### config.mk
export PLATFORM = sky130hd
export DESIGN_NAME = noc_output_arbiter_flat
export DESIGN_NICKNAME = d
export VERILOG_FILES = /design/src/rtl/noc_output_arbiter_pkg.sv /design/src/rtl/noc_output_arbiter_if.sv /design/src/rtl/noc_output_arbiter_rr_arbiter.sv /design/src/rtl/noc_output_arbiter.sv /design/src/flat_wrapper.sv
export SDC_FILE = /design/constraint.sdc
export NUM_CORES = 1
export LEC_CHECK = 0
export CAP_MARGIN = 20
export CORE_UTILIZATION = 36
export DETAILED_ROUTE_END_ITERATION = 6
export PLACE_DENSITY = 0.66
export SYNTH_ARGS = -nofsm -noshare
export SYNTH_HDL_FRONTEND = slang
export SYNTH_SLANG_ARGS = --single-unit
### constraint.sdc
create_clock -name clk -period 6 [get_ports clk]
set_input_delay 0.6 -clock clk [delete_from_list [all_inputs] [get_ports clk]]
set_output_delay 0.6 -clock clk [all_outputs]
set_load 0.01 [all_outputs]
### src/rtl/noc_output_arbiter_pkg.sv
// Shared flit format and arbiter state encoding for the output-direction switch allocator.
// Flit bits [15:14] carry the wormhole type and the remaining bits carry the payload.
package noc_output_arbiter_pkg;

    localparam int FLIT_W    = 16;
    localparam int PAYLOAD_W = FLIT_W - 2;

    typedef enum logic [1:0] {
        BODY   = 2'b00,
        HEAD   = 2'b01,
        TAIL   = 2'b10,
        SINGLE = 2'b11
    } flit_type_e;

    typedef struct packed {
        flit_type_e            ftype;
        logic [PAYLOAD_W-1:0]  payload;
    } flit_t;

    typedef enum logic {
        IDLE   = 1'b0,
        LOCKED = 1'b1
    } arb_state_e;

    // BODY or TAIL flits reaching an unlocked output belong to no packet.
    function automatic logic isOrphan(input flit_type_e t);
        return (t == BODY) || (t == TAIL);
    endfunction

endpackage

### src/rtl/noc_output_arbiter_if.sv
// Input-port head-flit bus plus output link of one router output direction.
// The master modport is the arbiter; the slave modport is the surrounding router/link.
interface noc_output_arbiter_if #(parameter int NUM_IN = 5);
    import noc_output_arbiter_pkg::*;

    logic [NUM_IN*FLIT_W-1:0] in_data_i;
    logic [NUM_IN-1:0]        in_valid_i;
    logic [NUM_IN-1:0]        req_i;
    logic [NUM_IN-1:0]        shift_o;
    logic [FLIT_W-1:0]        data_o;
    logic                     valid_o;
    logic                     ready_i;
    logic                     err_o;

    modport master (
        input  in_data_i, in_valid_i, req_i, ready_i,
        output shift_o, data_o, valid_o, err_o
    );

    modport slave (
        output in_data_i, in_valid_i, req_i, ready_i,
        input  shift_o, data_o, valid_o, err_o
    );

endinterface

### src/rtl/noc_output_arbiter_rr_arbiter.sv
// Combinational round-robin pick: first requesting index after ptr_i, wrapping modulo N.
// The pointer itself lives in the caller so it can advance per packet rather than per grant.
module noc_rr_arbiter #(
    parameter int N     = 5,
    parameter int PTR_W = (N > 1) ? $clog2(N) : 1
) (
    input  logic [N-1:0]     req_i,
    input  logic [PTR_W-1:0] ptr_i,
    output logic [PTR_W-1:0] grantIdx_o,
    output logic             grantValid_o
);

    logic [PTR_W-1:0] idx;

    // Scan farthest-first so the nearest requester after the pointer overwrites any earlier hit.
    always_comb begin
        grantIdx_o   = '0;
        grantValid_o = 1'b0;
        idx          = '0;
        for (int i = N; i >= 1; i--) begin
            idx = PTR_W'((int'(ptr_i) + i) % N);
            if (req_i[idx]) begin
                grantIdx_o   = idx;
                grantValid_o = 1'b1;
            end
        end
    end

endmodule

### src/rtl/noc_output_arbiter.sv
// Wormhole switch allocator for one output: round-robin over input heads, locks to a packet
// from HEAD to TAIL, pops the chosen FIFO and registers the flit onto the output link.
module noc_output_arbiter
    import noc_output_arbiter_pkg::*;
#(
    parameter int NUM_IN = 5
) (
    input logic                  clk,
    input logic                  rst,
    noc_output_arbiter_if.master bus
);

    localparam int PTR_W = (NUM_IN > 1) ? $clog2(NUM_IN) : 1;

    arb_state_e       state_q, state_d;
    logic [PTR_W-1:0] owner_q, owner_d;
    logic [PTR_W-1:0] rrPtr_q, rrPtr_d;
    flit_t            data_q, data_d;
    logic             valid_q, valid_d;
    logic             err_q, err_d;

    logic [PTR_W-1:0] winIdx, selIdx;
    logic             winValid, outFree, doXfer;
    flit_t            selFlit;
    logic [NUM_IN-1:0] shift;

    noc_rr_arbiter #(.N(NUM_IN), .PTR_W(PTR_W)) uRrArbiter (
        .req_i        (bus.req_i & bus.in_valid_i),
        .ptr_i        (rrPtr_q),
        .grantIdx_o   (winIdx),
        .grantValid_o (winValid)
    );

    assign outFree = !valid_q || bus.ready_i;
    assign selIdx  = (state_q == LOCKED) ? owner_q : winIdx;
    assign selFlit = flit_t'(bus.in_data_i[selIdx*FLIT_W +: FLIT_W]);
    assign doXfer  = outFree && ((state_q == LOCKED) ? bus.in_valid_i[owner_q] : winValid);

    // Malformed flits are still forwarded so the link never stalls; err_d flags them for one cycle.
    always_comb begin
        state_d = state_q;
        owner_d = owner_q;
        rrPtr_d = rrPtr_q;
        data_d  = data_q;
        valid_d = valid_q;
        err_d   = 1'b0;
        shift   = '0;
        if (outFree) begin
            valid_d = 1'b0;
        end
        if (doXfer) begin
            shift[selIdx] = 1'b1;
            data_d        = selFlit;
            valid_d       = 1'b1;
            if (state_q == IDLE) begin
                if (selFlit.ftype == HEAD) begin
                    state_d = LOCKED;
                    owner_d = selIdx;
                end else begin
                    rrPtr_d = selIdx;
                    err_d   = isOrphan(selFlit.ftype);
                end
            end else begin
                case (selFlit.ftype)
                    TAIL: begin
                        state_d = IDLE;
                        rrPtr_d = owner_q;
                    end
                    BODY:    ;
                    default: err_d = 1'b1;
                endcase
            end
        end
    end

    always_ff @(posedge clk or posedge rst) begin
        if (rst) begin
            state_q <= IDLE;
            owner_q <= '0;
            rrPtr_q <= PTR_W'(NUM_IN - 1);
            data_q  <= '0;
            valid_q <= 1'b0;
            err_q   <= 1'b0;
        end else begin
            state_q <= state_d;
            owner_q <= owner_d;
            rrPtr_q <= rrPtr_d;
            data_q  <= data_d;
            valid_q <= valid_d;
            err_q   <= err_d;
        end
    end

    assign bus.shift_o = rst ? '0 : shift;
    assign bus.data_o  = data_q;
    assign bus.valid_o = valid_q;
    assign bus.err_o   = err_q;

endmodule

### src/flat_wrapper.sv
// flat-port wrapper written by rule: the top's interface ports become plain ports
module noc_output_arbiter_flat import noc_output_arbiter_pkg::*;
#(
    parameter int NUM_IN = 5
)
  (clk, rst, bus_in_data_i, bus_in_valid_i, bus_req_i, bus_ready_i, bus_shift_o, bus_data_o, bus_valid_o, bus_err_o);
  noc_output_arbiter_if #(.NUM_IN(NUM_IN)) bus_i ();
  input logic clk;
  input logic rst;
  input wire logic [$bits(bus_i.in_data_i)-1:0] bus_in_data_i;
  input wire logic [$bits(bus_i.in_valid_i)-1:0] bus_in_valid_i;
  input wire logic [$bits(bus_i.req_i)-1:0] bus_req_i;
  input wire logic [$bits(bus_i.ready_i)-1:0] bus_ready_i;
  output wire logic [$bits(bus_i.shift_o)-1:0] bus_shift_o;
  output wire logic [$bits(bus_i.data_o)-1:0] bus_data_o;
  output wire logic [$bits(bus_i.valid_o)-1:0] bus_valid_o;
  output wire logic [$bits(bus_i.err_o)-1:0] bus_err_o;
  assign bus_i.in_data_i = bus_in_data_i;
  assign bus_i.in_valid_i = bus_in_valid_i;
  assign bus_i.req_i = bus_req_i;
  assign bus_i.ready_i = bus_ready_i;
  assign bus_shift_o = bus_i.shift_o;
  assign bus_data_o = bus_i.data_o;
  assign bus_valid_o = bus_i.valid_o;
  assign bus_err_o = bus_i.err_o;
  noc_output_arbiter #(.NUM_IN(NUM_IN)) u_core (.clk(clk), .rst(rst), .bus(bus_i));
endmodule
# Yosys cells after proc, flatten, opt, wreduce, memory -nomap -nowiden
# Index checks and enable logic that the tools add are counted.
# word_totals
ff_bits	25
elab_cells	82
in_bits	93
out_inout_bits	23
# classes
div	5
n_addsub	5
n_reduce_logical	10
muxes	40
n_shift	1
n_lt_le_gt_ge	8
n_eq_ne	4
n_bitwise	2
# ops
op	n
$mod A32 B4 Y32 const B	5
$shiftx A80 B8 Y16	1
$lt A3 B4 Y1 const B	7
$mux W3	9
$mux W1	22
$bmux W1 S3	6
$mux W5	2
$add A3 B2 Y4 const B	2
$add A3 B3 Y4 const B	2
$reduce_and A3 Y1	2
$and A5 B5 Y5	1
$add A3 B1 Y4 const B	1
$demux W1 S3	1
$ge A3 B1 Y1 const B	1
$eq A2 B1 Y1 const B	1
$eq A2 B2 Y1 const B	1
$logic_and A1 B1 Y1	2
$logic_not A2 Y1	1
$logic_or A1 B1 Y1	2
$ne A2 B1 Y1 const B	1
$ne A2 B2 Y1 const B	1
$reduce_bool A2 Y1	1
$reduce_or A2 Y1	1
$logic_not A1 Y1	1
$not A1 Y1	1

# Longest topological paths before layout
# Gate-level depths: netlist (run 1).
# logic_depth
depth_word	16
mapped_depth	28
ltp_nobuf	22

# Cells and area by module
# A second synthesis (run 1) with hierarchy kept.
# unflattened
hier_cells	460
area_unflattened_um2	3568.4
# by_module_without_submodules
mod	cells_per_inst	seq_area_each_um2	n_inst	area_per_inst_um2
noc_output_arbiter	228	626.9	1	1786.7
noc_rr_arbiter	232	0.0	1	1781.7

# Worst setup path before layout (run 1)
# OpenSTA, ideal clock, no wires.
# synth_path
path_kind	flip-flop to flip-flop
start	register u_core.rrPtr_q[0]
end	register u_core.rrPtr_q[1]
setup_ns	0.126
arrival_time_ns	6.182
setup_slack_ns	-0.308
path_buffers	4
period_less_slack_ns	6.308
stages_incl_launch_ff	25
t_required_ns	5.874
path_cell_list	dfrtp_1 buf_2 clkbuf_1 clkbuf_1 inv_1 ha_1 ha_1 or4b_4 a31oi_2 nor2_1 ha_1 nor2b_1 or3_1 o211ai_4 mux2i_1 o32ai_1 a311o_1 a221oi_2 buf_6 nand3_4 o22ai_2 a21oi_2 or3_4 a211o_1 a221o_1
# synth_via
elab_chain_cells	14
word_cells_on_any_way	41
classes_between	add/sub (5); div (5); eq/ne (4); shift (1); mux (24); reduce/logical (2)
# synth_rtl
element	line_no	text
start: declaration	noc_output_arbiter.sv:17	logic [PTR_W-1:0] rrPtr_q, rrPtr_d;
start signal: assignment	noc_output_arbiter.sv:80	rrPtr_q <= PTR_W'(NUM_IN - 1);
start signal: assignment	noc_output_arbiter.sv:87	rrPtr_q <= rrPtr_d;
$add A3 B3 Y4	noc_output_arbiter_rr_arbiter.sv:21	idx = PTR_W'((int'(ptr_i) + i) % N);
$mod A32 B4 Y32	noc_output_arbiter_rr_arbiter.sv:21	
$bmux W1 S3	noc_output_arbiter_rr_arbiter.sv:22	if (req_i[idx]) begin
$mux W1 (not written as such)	noc_output_arbiter_rr_arbiter.sv:22	
$mux W3 (5 in a row)	noc_output_arbiter_rr_arbiter.sv:22	
$mux W3	noc_output_arbiter.sv:35	assign selIdx = (state_q == LOCKED) ? owner_q : winIdx;
$shiftx A80 B8 Y16	noc_output_arbiter.sv:36	assign selFlit = flit_t'(bus.in_data_i[selIdx*FLIT_W +: FLIT_W]);
$eq A2 B1 Y1 / $eq A2 B2 Y1 (equally long branches)	noc_output_arbiter.sv:56, noc_output_arbiter.sv:64	
$ne A2 B1 Y1 (no source line) / $ne A2 B2 Y1 (equally long branches)	-	
$reduce_and A3 Y1 (no source line)	-	
# Several ways; a longest one is shown, not always the timed one. The select of a mux whose other input is x is not followed.
# A chain may end at the register's enable or synchronous reset.

# Final worst setup path (run 1)
# layout_path
start	register u_core.rrPtr_q[1]
end	register u_core.rrPtr_q[1]
# Same word-level chain as after synthesis.

==> flow_summary.ini, run 1 <==
[cells_and_area]
layout_common_cells = clkdlybuf4s50_1 (110), nand2_1 (44), mux2i_1 (39)
final-instance-count-excl-fill = 745
syn2layout_area_growth_pct = 41.8
final_cell_area_um2 = 5440
layout_commonest_cell = clkdlybuf4s50_1
nNetsFinal = 729
drive_gt1_share_pct = 13.8
diodes = 0

[die]
ioPinCount = 116
die_x_um = 105
fp.dieH_um = 105
core_um2 = 10300
die_area_um2 = 11100
floorplan.rows = 37
initial_core_util_pct = 37.1

[route]
postRouteAntennaNets = 0
drt_iter0_markers = 213
avgViaCountPerCell = 5.77
num_vias = 4295
finalWirelength_um = 12600
first_pass_iters = 7
drt-wirelength-per-cell_um = 16.9
drc = 0

[timing]
skew_ns = 0.00165
min_period_over_period_pct = 97.3
hold_viol = 0
fin_crit_ns = 5.84
final_max_slew_viol_count = 0
hold_slack_ns = 0.481
worst_pin_slew_ns = 0.694
finalSetupViolations = 0
fmax_ghz = 0.171
slew_headroom_pct = 53.7
rsz0062_at_grt = yes

[clocking]
cts_max_level = 1
clockBufferDepth = 2
path_clk_slew_ns = 0.09
cts_root_buf = clkbuf_8
cts_hold_buf = 0
clock_latency_ns = 0.27
numCtsBuffers = 3
cts_sinks = 25
cts_tree = built

[placement]
dp_hpwl_um = 9980
place_inst = 732
placed_area_um2 = 5220
port_buffers = 115
place_congestion = 0.909

[yosys]
synth_cell_types = 89
syn-num-nets = 606
yosys.area.top_type = dfrtp_1
ys_ff_latch = 25
synth.avg_cell_area_um2 = 7.87
async_reset_ff_share_pct = 100
ys_top_cells_by_area = dfrtp_1 (16%), mux2i_1 (10%), ha_1 (8.5%)
synth_top_area_share_pct = 15.7
synth.cell_area_um2 = 3830
syn_inst = 487
synth_edf_count = 0
synthFlopType = dfrtp_1
yosysWarnings = 0
ys_seq_area_share_pct = 16.4

[outcome]
outcome = completed

[pwr]
p_int_w = 0.00168
pwr-share-clk_pct = 2.9
p_comb_share_pct = 88.4
switching_share_pct = 53.8
vdd_drop_max_mv = 0.251
seqPwrFrac_pct = 8.7
power_leakage_nw = 2.31
power_switching_w = 0.00195
powerDensity_nw_per_um2 = 668

[global_routing]
antenna_found_initial = 0
grtUsageTotal_pct = 22.7
grt_pass1_vias = 4292
grt_overflow = 0
grt_pass1_wl_um = 20600
grt_max_degree = 37

[critical_path]
r2r_start = u_core.rrPtr_q[1]
critPathCaptureType = register
setup.worst_path.start = u_core.rrPtr_q[1]
critical_path_class = register to register
cp-start-kind = register
crit_fanout = 4
cp.arrival_ns = 6.00
crit_required_ns = 6.16

[run]
drv_cap = 0

[worst_hold_path]
hold_start = u_core.bus.data_o[8]
min_path_type = register to register
[final cells by class]
| type | count | area [um^2] |
|---|---|---|
| fill | 962 | 4890 |
| multi-input combinational | 407 | 3080 |
| timing repair buffer | 147 | 1410 |
| sequential | 25 | 631 |
| tap | 136 | 170 |
| inverter | 26 | 97.6 |
| clock buffer | 3 | 41.3 |
| clock inverter | 1 | 5.00 |
[power groups by stage]
stage / registers (W) / logic, W / clock network [W]
floorplan: 0.000326 / 0.00215 / 0
global placement: 0.000316 / 0.00290 / 0
detailed placement: 0.000317 / 0.00296 / 0
CTS: 0.000316 / 0.00300 / 0.000108
global route: 0.000329 / 0.00351 / 0.000114
finish: 0.000317 / 0.00321 / 0.000104
[metrics by stage]
step / power (W) / setup slack [ns] / TNS (ns) / utilization [%]
after floorplan: 0.00247 / 0.0655 / 0 / -
after CTS: 0.00342 / 0.0147 / 0 / 51.3
after global routing: 0.00395 / -0.0541 / -0.0680 / 52.7
final: 0.00363 / 0.164 / 0 / 52.7
after detailed placement: 0.00327 / 0.203 / 0 / 50.6
after global placement: 0.00321 / 0.286 / 0 / 50.6
[cells by family after synthesis]
| kind of cell | synth area share (%) |
|---|---|
| AOI/OAI and AO/OA | 32.7 |
| xor gates and xnor gates | 3.59 |
| adders and majority gates | 8.49 |
| buffers and inverters | 6.14 |
| DFF | 16.4 |
| muxes | 12.2 |
| and+or+nand+nor | 20.5 |
[path summary, 6_finish.rpt]
path                       slack [ns]  cells past startpoint              endpoint
min                              0.48                      2  u_core.bus.data_o[8]
max in group asynchronous        4.98                      3     u_core.rrPtr_q[2]
min reg2reg                      0.48                      2  u_core.bus.data_o[8]
max                              0.16                     24     u_core.rrPtr_q[1]
min in group asynchronous        0.71                      3      u_core.bus.err_o
max reg2reg                      0.16                     24     u_core.rrPtr_q[1]
[synthesized netlist by cell type, types with 10 or more instances]
cell and instances:
dfrtp_1 24, nand3_1 13, o211ai_1 10, o22ai_1 16, nand2_1 44, o21ai_0 31, nor2_1 27, ha_1 26
mux2i_1 40, a21oi_1 35, nor3_1 12, inv_1 22, clkbuf_1 15
[registers in the layout, summed over array words and instances (netlist names)]
signal              flops
u_core.bus.data_o      16
u_core.bus.err_o        1
u_core.bus.valid_o      1
u_core.owner_q          3
u_core.rrPtr_q          3
u_core.state_q          1
[worst max-delay path, cell delays in order, from the launching register on]
cell and delay [ns]:
dfrtp_1 0.43, buf_4 0.15, ha_2 0.20, xor2_4 0.16, ha_2 0.20, or4b_4 0.58
a31oi_4 0.25, nor2_2 0.08, ha_1 0.21, nor2b_2 0.18, or3_1 0.35, o211ai_4 0.13
mux2i_2 0.28, o32ai_1 0.11, a311o_1 0.40, a221oi_2 0.24, buf_4 0.17, buf_4 0.11
buf_4 0.11, mux2i_1 0.08, o22ai_2 0.16, a21oi_2 0.10, or3_4 0.41, a211o_1 0.34
a221o_1 0.30
[metal layers]
layer	vias up	routed length (um)	global-route usage, %
li1	2094	-	-
met1	1983	5310	28.3
met2	183	6190	39.1
met3	35	732	3.18
met4	0	396	9.05
met5	-	0	0
[what timing repair did]
item / in CTS / in global routing
setup endpoints to repair: 4 / 10
buffers inserted: 3 / 6
pin swaps: 0 / 7
gates resized for setup: 2 / 25
Power figures use the tool's default switching activity.
==> run 2: changes to the inputs <==
--- a/config.mk
+++ b/config.mk
@@ -7,6 +7,7 @@
 export LEC_CHECK = 0
 export CAP_MARGIN = 20
 export CORE_UTILIZATION = 36
+export CTS_CLUSTER_SIZE = 25
 export DETAILED_ROUTE_END_ITERATION = 6
 export PLACE_DENSITY = 0.66
 export SYNTH_ARGS = -nofsm -noshare
==> results of run 2 <==
No change in the layout: final DEF, timing and power equal those of run 1.
==> run 3: changes to the inputs <==
--- a/config.mk
+++ b/config.mk
@@ -9,7 +9,8 @@
 export CORE_UTILIZATION = 36
 export CTS_CLUSTER_SIZE = 25
 export DETAILED_ROUTE_END_ITERATION = 6
-export PLACE_DENSITY = 0.66
+export PLACE_DENSITY = 0.68
 export SYNTH_ARGS = -nofsm -noshare
 export SYNTH_HDL_FRONTEND = slang
+export SYNTH_HIERARCHICAL = 1
 export SYNTH_SLANG_ARGS = --single-unit
==> run 3 against run 2 <==
Net effect:
- global-route usage fell by 0.77 points
- worst hold slack improved by 0.0067 ns
- non-clock buffer count fell by 11
- sequential cell count did not move
- highest routed layer unchanged
==> flow_summary.ini, run 3 <==
[yosys]
async_reset_ff_share_pct = 100
yosysWarnings = 6
synth_edf_count = 0
synth_top_family_by_area = compound AO/OA/AOI/OAI gates
synthAdderAreaFrac_pct = 10.7
synthXorXnorAreaFrac_pct = 2.84
synth_compound_area_share_pct = 27.4
ys_ff_latch = 25
ys_seq_area_share_pct = 17.6
synth.avg_cell_area_um2 = 7.76
syn_inst = 460
synth_cell_types = 78
synth.cell_area_um2 = 3570
synthMuxAreaShare_pct = 11.7
syn-num-nets = 582
synthFlopType = dfrtp_1
synth_top_area_share_pct = 16.8
ys_top_cells_by_area = dfrtp_1 (17%), ha_1 (9.8%), a21oi_1 (7.3%)
synth_common_cells = nand2_1 (69), a21oi_1 (52), inv_1 (36)
yosysMostFrequentCell = nand2_1
yosys.area_share.simple_pct = 21.5
yosys.area.top_type = dfrtp_1

[clocking]
cts_sinks = 25
clock_latency_ns = 0.28
numCtsBuffers = 3
cts_tree = built
cts_root_buf = clkbuf_8
path_clk_slew_ns = 0.10
cts_max_level = 1
cts_hold_buf = 0
clockBufferDepth = 2

[timing]
rsz0062_at_grt = yes
min_period_over_period_pct = 97.6
fmax_ghz = 0.171
final_max_slew_viol_count = 0
hold_viol = 0
skew_ns = 0.00353
worst_pin_slew_ns = 0.713
fin_crit_ns = 5.85
finalSetupViolations = 0
slew_headroom_pct = 52.5

[critical_path]
crit_top_cell = xnor2_2
crit_fanout = 6
cp-start-kind = register
r2r_start = u_core/rrPtr_q[1]
cp.arrival_ns = 5.25
setup.worst_path.start = u_core/rrPtr_q[1]
slowest_delay_ns = 0.59
critical_path_class = register to primary output
crit_required_ns = 5.40
slowest_stage = clkdlybuf4s50_1
critPathCaptureType = primary output
crit_chain = clkinvlp_4 -> ha_1 -> xnor2_2 -> inv_2 -> ha_1 -> nor2_1 -> a21oi_1 -> xnor2_2 -> ha_2 -> nand2b_1 -> o2111ai_1 -> o211ai_2 -> xnor2_2 -> buf_4 -> mux2i_2 -> o32ai_1 -> a31oi_1 -> o2bb2ai_2 -> inv_1 -> o32a_1 -> nor4_2 -> clkdlybuf4s50_1

[die]
core_um2 = 9420
floorplan.rows = 35
ioPinCount = 116
die_x_um = 102
die_area_um2 = 10300
initial_core_util_pct = 37.9
fp.dieH_um = 102

[global_routing]
grtUsageTotal_pct = 21.9
grt_pass1_wl_um = 17900
grt_max_degree = 36
antenna_found_initial = 0
grt_pass1_vias = 3642
grt_overflow = 0

[placement]
place_inst = 689
place_congestion = 0.867
port_buffers = 115
dp_hpwl_um = 8910

[cells_and_area]
final-instance-count-excl-fill = 700
syn2layout_area_growth_pct = 42.6
nFillCells = 851
diodes = 0
largest_reg_flops = 16
layout_common_cells = clkdlybuf4s50_1 (112), nand2_1 (69), a21oi_1 (52)
nNetsFinal = 694
layout_commonest_cell = clkdlybuf4s50_1
drive_gt1_share_pct = 14.4

[pwr]
vdd_drop_max_mv = 0.325
power_leakage_nw = 2.17
power_w = 0.00278
powerDensity_nw_per_um2 = 545

[run]
drv_cap = 0

[route]
first_pass_iters = 6
finalWirelength_um = 11700
drt_iter0_markers = 193
num_vias = 3870
postRouteAntennaNets = 0
avgViaCountPerCell = 5.53
drc = 0
drt-wirelength-per-cell_um = 16.7

[worst_hold_path]
min_path_type = register to register
hold_start = u_core/bus.data_o[11]

[outcome]
outcome = completed
[run 3: through the flow]
| stage | hold WS [ns] | TNS, ns | utilization [%] | setup slack, ns | instance area, um^2 |
|---|---|---|---|---|---|
| final | 0.487 | 0 | 54.0 | 0.147 | 5090 |
| after global routing | 0.526 | -0.252 | 54.0 | -0.210 | 5090 |
| after CTS | 0.492 | 0 | 52.8 | 0.0209 | 4970 |
| after detailed placement | 0.470 | 0 | 51.6 | 0.0707 | 4850 |
| after global placement | 0.468 | 0 | 51.6 | 0.0971 | 4850 |
| after floorplan | 0.516 | 0 | - | 0.492 | 3570 |
[run 3: worst max-delay path: cells and delay by family (launching register included)]
kind,cells,cell delay [ns]
simple gates,3,0.49
xor+xnor,3,0.68
fa+ha+maj,3,0.74
mux,1,0.15
compound gates,7,1.37
flops,1,0.41
buf+inv,5,1.12
[run 3: cell families (layout without fill, tap and decap cells)]
family / count (synthesis) / in the layout
compound gates: 139 / 139
fa+ha+maj: 30 / 30
xor+xnor: 9 / 9
buf+inv: 70 / 180
simple gates: 152 / 152
mux: 35 / 36
flops: 25 / 25
[run 3: layer usage]
metal | GRT usage (%) | vias up | routed length (um)
met1 | 30.2 | 1818 | 5240
met2 | 36.1 | 140 | 5700
met3 | 2.62 | 22 | 527
met4 | 5.91 | 0 | 244
met5 | 0 | - | 0
li1 | - | 1890 | -
[run 3: layout make-up]
cell class	instances	area (um^2)	area share (%)
Multi-Input combinational cell	366	2760	54.3
Clock buffer	3	41.3	0.811
Sequential cell	25	627	12.3
Tap cell	129	161	3.17
Clock inverter	1	5.00	0.0984
Timing Repair Buffer	136	1340	26.3
Inverter	40	156	3.07
[run 3: what timing repair did]
action,4_1_cts,5_1_grt
hold endpoints to repair,0,0
setup endpoints to repair,5,11
gates cloned,1,0
pin swaps,1,0
setup buffers,3,2
resized for setup,8,16
[run 3: report_power, final]
part           switching [W]  internal, W  leakage [nW]
combinational        0.00132      0.00102          1.85
clock              0.0000615    0.0000467        0.0255
sequential         0.0000709     0.000253         0.296
[run 3: path summary, 6_finish.rpt]
check | slack (ns) | cells past startpoint | to
min in group asynchronous | 0.81 | 2 | u_core/bus.data_o[10]
max in group asynchronous | 4.68 | 3 | u_core/rrPtr_q[2]
max reg2reg | 0.35 | 22 | u_core/rrPtr_q[1]
max | 0.15 | 22 | bus_shift_o[2]
min | 0.49 | 2 | u_core/bus.data_o[11]
min reg2reg | 0.49 | 2 | u_core/bus.data_o[11]
==> variant 1, RTL diff (config.mk and constraints of run 1) <==
`NUM_IN` is set to 5 in 3 places; all go to 10.
--- a/src/rtl/noc_output_arbiter_if.sv
+++ b/src/rtl/noc_output_arbiter_if.sv
@@ -1,5 +1,5 @@
 // Input-port head-flit bus plus output link of one router output direction.
 // The master modport is the arbiter; the slave modport is the surrounding router/link.
-interface noc_output_arbiter_if #(parameter int NUM_IN = 5);
+interface noc_output_arbiter_if #(parameter int NUM_IN = 10);
     import noc_output_arbiter_pkg::*;
 
--- a/src/rtl/noc_output_arbiter.sv
+++ b/src/rtl/noc_output_arbiter.sv
@@ -4,5 +4,5 @@
     import noc_output_arbiter_pkg::*;
 #(
-    parameter int NUM_IN = 5
+    parameter int NUM_IN = 10
 ) (
     input logic                  clk,
--- a/src/flat_wrapper.sv
+++ b/src/flat_wrapper.sv
@@ -2,5 +2,5 @@
 module noc_output_arbiter_flat import noc_output_arbiter_pkg::*;
 #(
-    parameter int NUM_IN = 5
+    parameter int NUM_IN = 10
 )
   (clk, rst, bus_in_data_i, bus_in_valid_i, bus_req_i, bus_ready_i, bus_shift_o, bus_data_o, bus_valid_o, bus_err_o);
Interface: changed (resized bus_in_data_i, bus_in_valid_i, bus_req_i and bus_shift_o); port bits go from 116 to 211. The function was not compared with the original's and may differ.
==> variant 1 against run 1 <==
Routed wire length is 130% higher; area after synthesis is 83% higher; core utilization is 3.0 points higher; setup slack worse by 14 ps; critical endpoint is now bus_shift_o[3]; critical path depth is 4 lower; via count is 100% higher; design area is 93% higher; count of clock-buffer cells in the layout is 1 higher; sequential cell count is 2 higher.
Power is left out: the tool's default activity adds up to more than one toggle a clock period on the data nets, which glitch-free logic cannot reach.
==> variant 1: results (changes against run 1) <==
[detailed_routing]
detail_route.wl_per_cell_um=20.0  ; was 16.9 um
vias=8613  ; was 4295
drtIter0Drc=792  ; was 213
dr.pass1.iters=4  ; was 7

[min_path]
hold_path.class=flop to flop  ; unchanged

[clock_tree]
clockRootBuffer=clkbuf_16  ; was clkbuf_8
clock_latency_ps=270  ; about the same
clockBufferDepth=2  ; unchanged
cts_buffers=3  ; unchanged
clk_pin_slew_worst_paths_ps=70  ; was 90 ps
htreeDepth=1  ; unchanged

[synthesis]
synth_warnings=0  ; unchanged
synth_commonest_cells=98 x nand2_1, 90 x nor2_1, 65 x mux2i_1  ; was 44 x nand2_1, 40 x mux2i_1, 35 x a21oi_1
yosysSeqAreaShare_pct=9.65  ; was 16.4%
synthTopCellsByArea=mux2i_1 9.3%, dfrtp_1 8.9%, ha_1 6.2%  ; was dfrtp_1 16%, mux2i_1 10%, ha_1 8.5%
syn_nets=1179  ; was 606
yosys.cell_types.count=97  ; was 89
ys.flop_type=dfrtp_1  ; unchanged
async_flop_share_pct=100  ; unchanged

[timing]
setup_violations=0  ; unchanged
fin_skew_ps=6.09  ; was 1.65 ps
relSlewSlack_pct=27.9  ; was 53.7%

[setup_path]
path_max_fanout=6  ; was 4
slowest_delay_ps=670  ; was 580 ps
crit_family=compound AO/OA/AOI/OAI gates  ; unchanged
critPathArrivalTime_ps=5250  ; was 6000 ps
slowest_stage=dfstp_2  ; was or4b_4

[final_layout]
drive_gt1_share_pct=20.6  ; was 13.8%
final_nets=1423  ; was 729
antennaDiodeCount=0  ; unchanged
largest_reg_flops=16  ; unchanged

[grt]
grt_pass1_vias=8014  ; was 4292
grt_overflow=0  ; unchanged
grt_pass1_wl_um=44200  ; was 20600 um
grt_usage_pct=27.8  ; was 22.7%
grt_start_max_net_pins=64  ; was 37
antenna_found_initial=0  ; unchanged

[placement]
gp_congestion=0.968  ; was 0.909
port-buffer-count=210  ; was 115
hpwlAfterDp_um=23300  ; was 9980 um

[run_status]
status=complete, no violations  ; unchanged

[variant 1: worst reg2reg max path, stage by stage, from the launching register on]
cell	delay, ps
dfrtp_2	460
buf_4	190
ha_1	260
xnor2_4	290
nand2_1	100
ha_1	280
nor2b_1	150
o21ai_1	100
a21oi_2	220
o211ai_1	150
and3_1	230
o21a_1	290
or2_1	320
a221o_1	410
o41ai_4	430
buf_4	190
clkbuf_16	170
mux2_1	330
nor2_1	140
a211oi_2	90
o211ai_2	270
o2111ai_2	250
mux2i_1	320
[variant 1: logic make-up after synthesis]
kind of cell             count (synthesis)  share of synthesized area, %
flip-flops                              27                          9.65
buffers and inverters                   98                          5.97
AO/OA/AOI/OAI                          322                          32.9
adder cells (fa/ha/maj)                 39                          6.80
XOR/XNOR                                25                          3.49
AND/OR/NAND/NOR                        340                          23.4
multiplexers                           110                          17.8
[variant 1: stage by stage]
step                      setup slack (ps)  cells  instance area, um2  hold WS (ps)  setup TNS (ps)
after floorplan                       4.90    961                7050           528               0
after global placement               -49.5   1434                9750           510           -82.6
after detailed placement             -23.6   1434                9750           519           -43.2
after CTS                            -5.98   1446                9990           537           -5.98
after global routing                 -74.3   1464               10500           573            -284
final                                  149   1464               10500           532               0
[variant 1: what timing repair did]
item                       CTS  global route
pin swaps                    3            18
setup endpoints to repair   13            29
gates resized for setup     22            70
setup buffers                8            15
gates cloned                 0             3
[variant 1: per-layer routing]
metal	up-vias	share of wire (%)	global-route usage [%]
met1	4087	45	39.2
met4	0	1.2	4.13
met2	364	48	46.3
met3	21	6.7	2.73
li1	4141	-	-
met5	-	0	0
[variant 1: area by class of cell]
class,count,area (um2)
fill,1809,8370
multi-input combinational,836,6370
timing repair buffer,306,2940
sequential,27,681
tap,260,325
inverter,31,119
clock buffer,4,78.8
[variant 1: final timing paths]
kind / startpoint / end / cells past startpoint / slack, ps
max: u_core.rrPtr_q[3] / bus_shift_o[3] / 20 / 150
min: u_core.bus.data_o[4] / u_core.bus.data_o[4] / 2 / 530
max reg2reg: u_core.rrPtr_q[2] / u_core.rrPtr_q[1] / 22 / 260
min reg2reg: u_core.bus.data_o[4] / u_core.bus.data_o[4] / 2 / 530
max in group asynchronous: rst / u_core.rrPtr_q[0] / 3 / 4880
min in group asynchronous: rst / u_core.bus.data_o[11] / 3 / 810
==> variant 2, RTL diff (settings of run 1) <==
Made on the original files. Reset style: synchronous (`rst`), changed in one clocked block.
--- a/src/rtl/noc_output_arbiter.sv
+++ b/src/rtl/noc_output_arbiter.sv
@@ -74,5 +74,5 @@
     end
 
-    always_ff @(posedge clk or posedge rst) begin
+    always_ff @(posedge clk) begin
         if (rst) begin
             state_q <= IDLE;
Check against the original RTL: differs if rst is asserted again (counterexample within 4 cycles, from zero or initial values and one cycle with rst high); with rst held inactive, the same outputs for 4 cycles.
==> variant 2 against run 1 <==
Sequential cell count unchanged; via count up 4.6%; critical path type is now flop to primary output; design area up 0.53%; setup slack better by 57 ps; area after synthesis up 4.0%; routed wire length up 7.6%.
Power is left out: the tool's default activity adds up to more than one toggle a clock period on the data nets, which glitch-free logic cannot reach.
==> variant 2: results (changes against run 1) <==
[grt]
grt_pass1_wl_um=21600  ; was 20600 um
grt_pass1_vias=4420  ; was 4292
grt_start_max_net_pins=36  ; was 37
grt_usage_pct=23.4  ; was 22.7%

[setup_path]
startpoint=u_core.rrPtr_q[0]  ; was u_core.rrPtr_q[1]
r2r-end=u_core.owner_q[1]  ; was u_core.rrPtr_q[1]
path_max_fanout=18  ; was 4
r2r_slack_ps=360  ; was 160 ps
crit_path_end=bus_shift_o[1]  ; was u_core.rrPtr_q[1]
ff2ff_path_depth=22  ; was 24
critPathArrivalTime_ps=5180  ; was 6000 ps
slowest_stage=clkdlybuf4s50_1  ; was or4b_4

[final_layout]
nFillCells=1026  ; was 962
antennaDiodeCount=0  ; unchanged
drive_gt1_share_pct=14.6  ; was 13.8%
regArea_um2=503  ; was 631 um2
final_nets=757  ; was 729

[synthesis]
syn_nets=638  ; was 606
synth_commonest_cells=40 x mux2i_1, 36 x nand2_1, 33 x nor2_1  ; was 44 x nand2_1, 40 x mux2i_1, 35 x a21oi_1
async_flop_share_pct=0  ; was 100%
synthTopCellsByArea=dfxtp_1 13%, mux2i_1 10%, ha_1 8.2%  ; was dfrtp_1 16%, mux2i_1 10%, ha_1 8.5%
yosysSeqAreaShare_pct=12.6  ; was 16.4%
yosys.cell_types.count=85  ; was 89
synth.avg_cell_area_um2=7.68  ; was 7.87 um2

[placement]
place_area_um2=5350  ; was 5220 um2
hpwlAfterDp_um=10900  ; was 9980 um
placedCellCount=767  ; was 732
gp_congestion=0.926  ; was 0.909

[clock_tree]
clockBufferDepth=2  ; unchanged
clk_pin_slew_worst_paths_ps=90  ; about the same
clock_latency_ps=280

[run_status]
status=complete, no violations  ; unchanged

[detailed_routing]
drtIter0Drc=316  ; was 213
detail_route.wl_per_cell_um=17.5  ; was 16.9 um
dr.pass1.iters=5  ; was 7
vias_per_cell=5.78  ; was 5.77
wl_um=13600  ; was 12600 um

[timing]
relSlewSlack_pct=58.7  ; was 53.7%
fin_skew_ps=12.8  ; was 1.65 ps

==> variant 2: cell count changes in the layout (fill, tap and decap cells not counted), sizes merged, moves of 8 or more <==
| cell | delta |
|---|---|
| nor3 | +16 |
| inv | +10 |
| nand2 | -8 |
| dfrtp | -24 |
| mux2 | +9 |
| dfxtp | +25 |
==> variant 2: cell type report <==
cell class                      count  share of cell area, %
Multi-Input combinational cell    427                   59.1
Timing Repair Buffer              144                   25.2
Sequential cell                    25                   9.20
Tap cell                          140                   3.20
Inverter                           37                   2.54
Clock buffer                        3                  0.755
Clock inverter                      1                 0.0916
==> variant 2: logic make-up (layout without fill, tap and decap cells) <==
family	count (synthesis)	after routing	synth area share, %
AND/OR/NAND/NOR	175	175	23.5
adder cells (fa/ha/maj)	27	27	8.41
flip-flops	25	25	12.6
AO/OA/AOI/OAI	163	163	29.8
buffers and inverters	67	185	7.34
multiplexers	53	53	14.8
XOR/XNOR	9	9	3.64
==> variant 2: worst min-delay path by stage <==
stage | from | end | slack, ps | depth (start not counted)
final | u_core.bus.data_o[7] | u_core.bus.data_o[7] | 500 | 2
after global routing | u_core.bus.data_o[0] | u_core.bus.data_o[0] | 520 | 2
after CTS | u_core.bus.data_o[7] | u_core.bus.data_o[7] | 500 | 2
after detailed placement | u_core.bus.data_o[12] | u_core.bus.data_o[12] | 480 | 2
after global placement | u_core.bus.data_o[14] | u_core.bus.data_o[14] | 480 | 2
after floorplan | u_core.owner_q[2] | u_core.owner_q[2] | 470 | 2
==> variant 2: routing by layer <==
layer	wire, um	global-route usage, %	vias up
met5	0	0	-
met3	905	3.89	15
li1	-	-	2187
met4	159	5.28	0
met2	7010	43.0	169
met1	5510	28.1	2121
==> variant 2: timing repair <==
item	CTS	global route
pin swaps	0	1
hold endpoints to repair	0	0
gates resized for setup	1	6
endpoints found under the setup margin	2	6
buffers inserted	0	6
==> variant 2: stage by stage <==
| step | setup TNS, ps | worst slack, ps |
|---|---|---|
| floorplan | 0 | 48.5 |
| finish | 0 | 221 |
| global placement | 0 | 401 |
| CTS | 0 | 45.4 |
| global route | -151 | -66.2 |
| detailed placement | 0 | 296 |
==> variant 2: tightest hold or removal path, delay by kind of cell (launching register included) <==
family           cells  cell delay [ps]
flip-flops           1              320
AND/OR/NAND/NOR      2              140
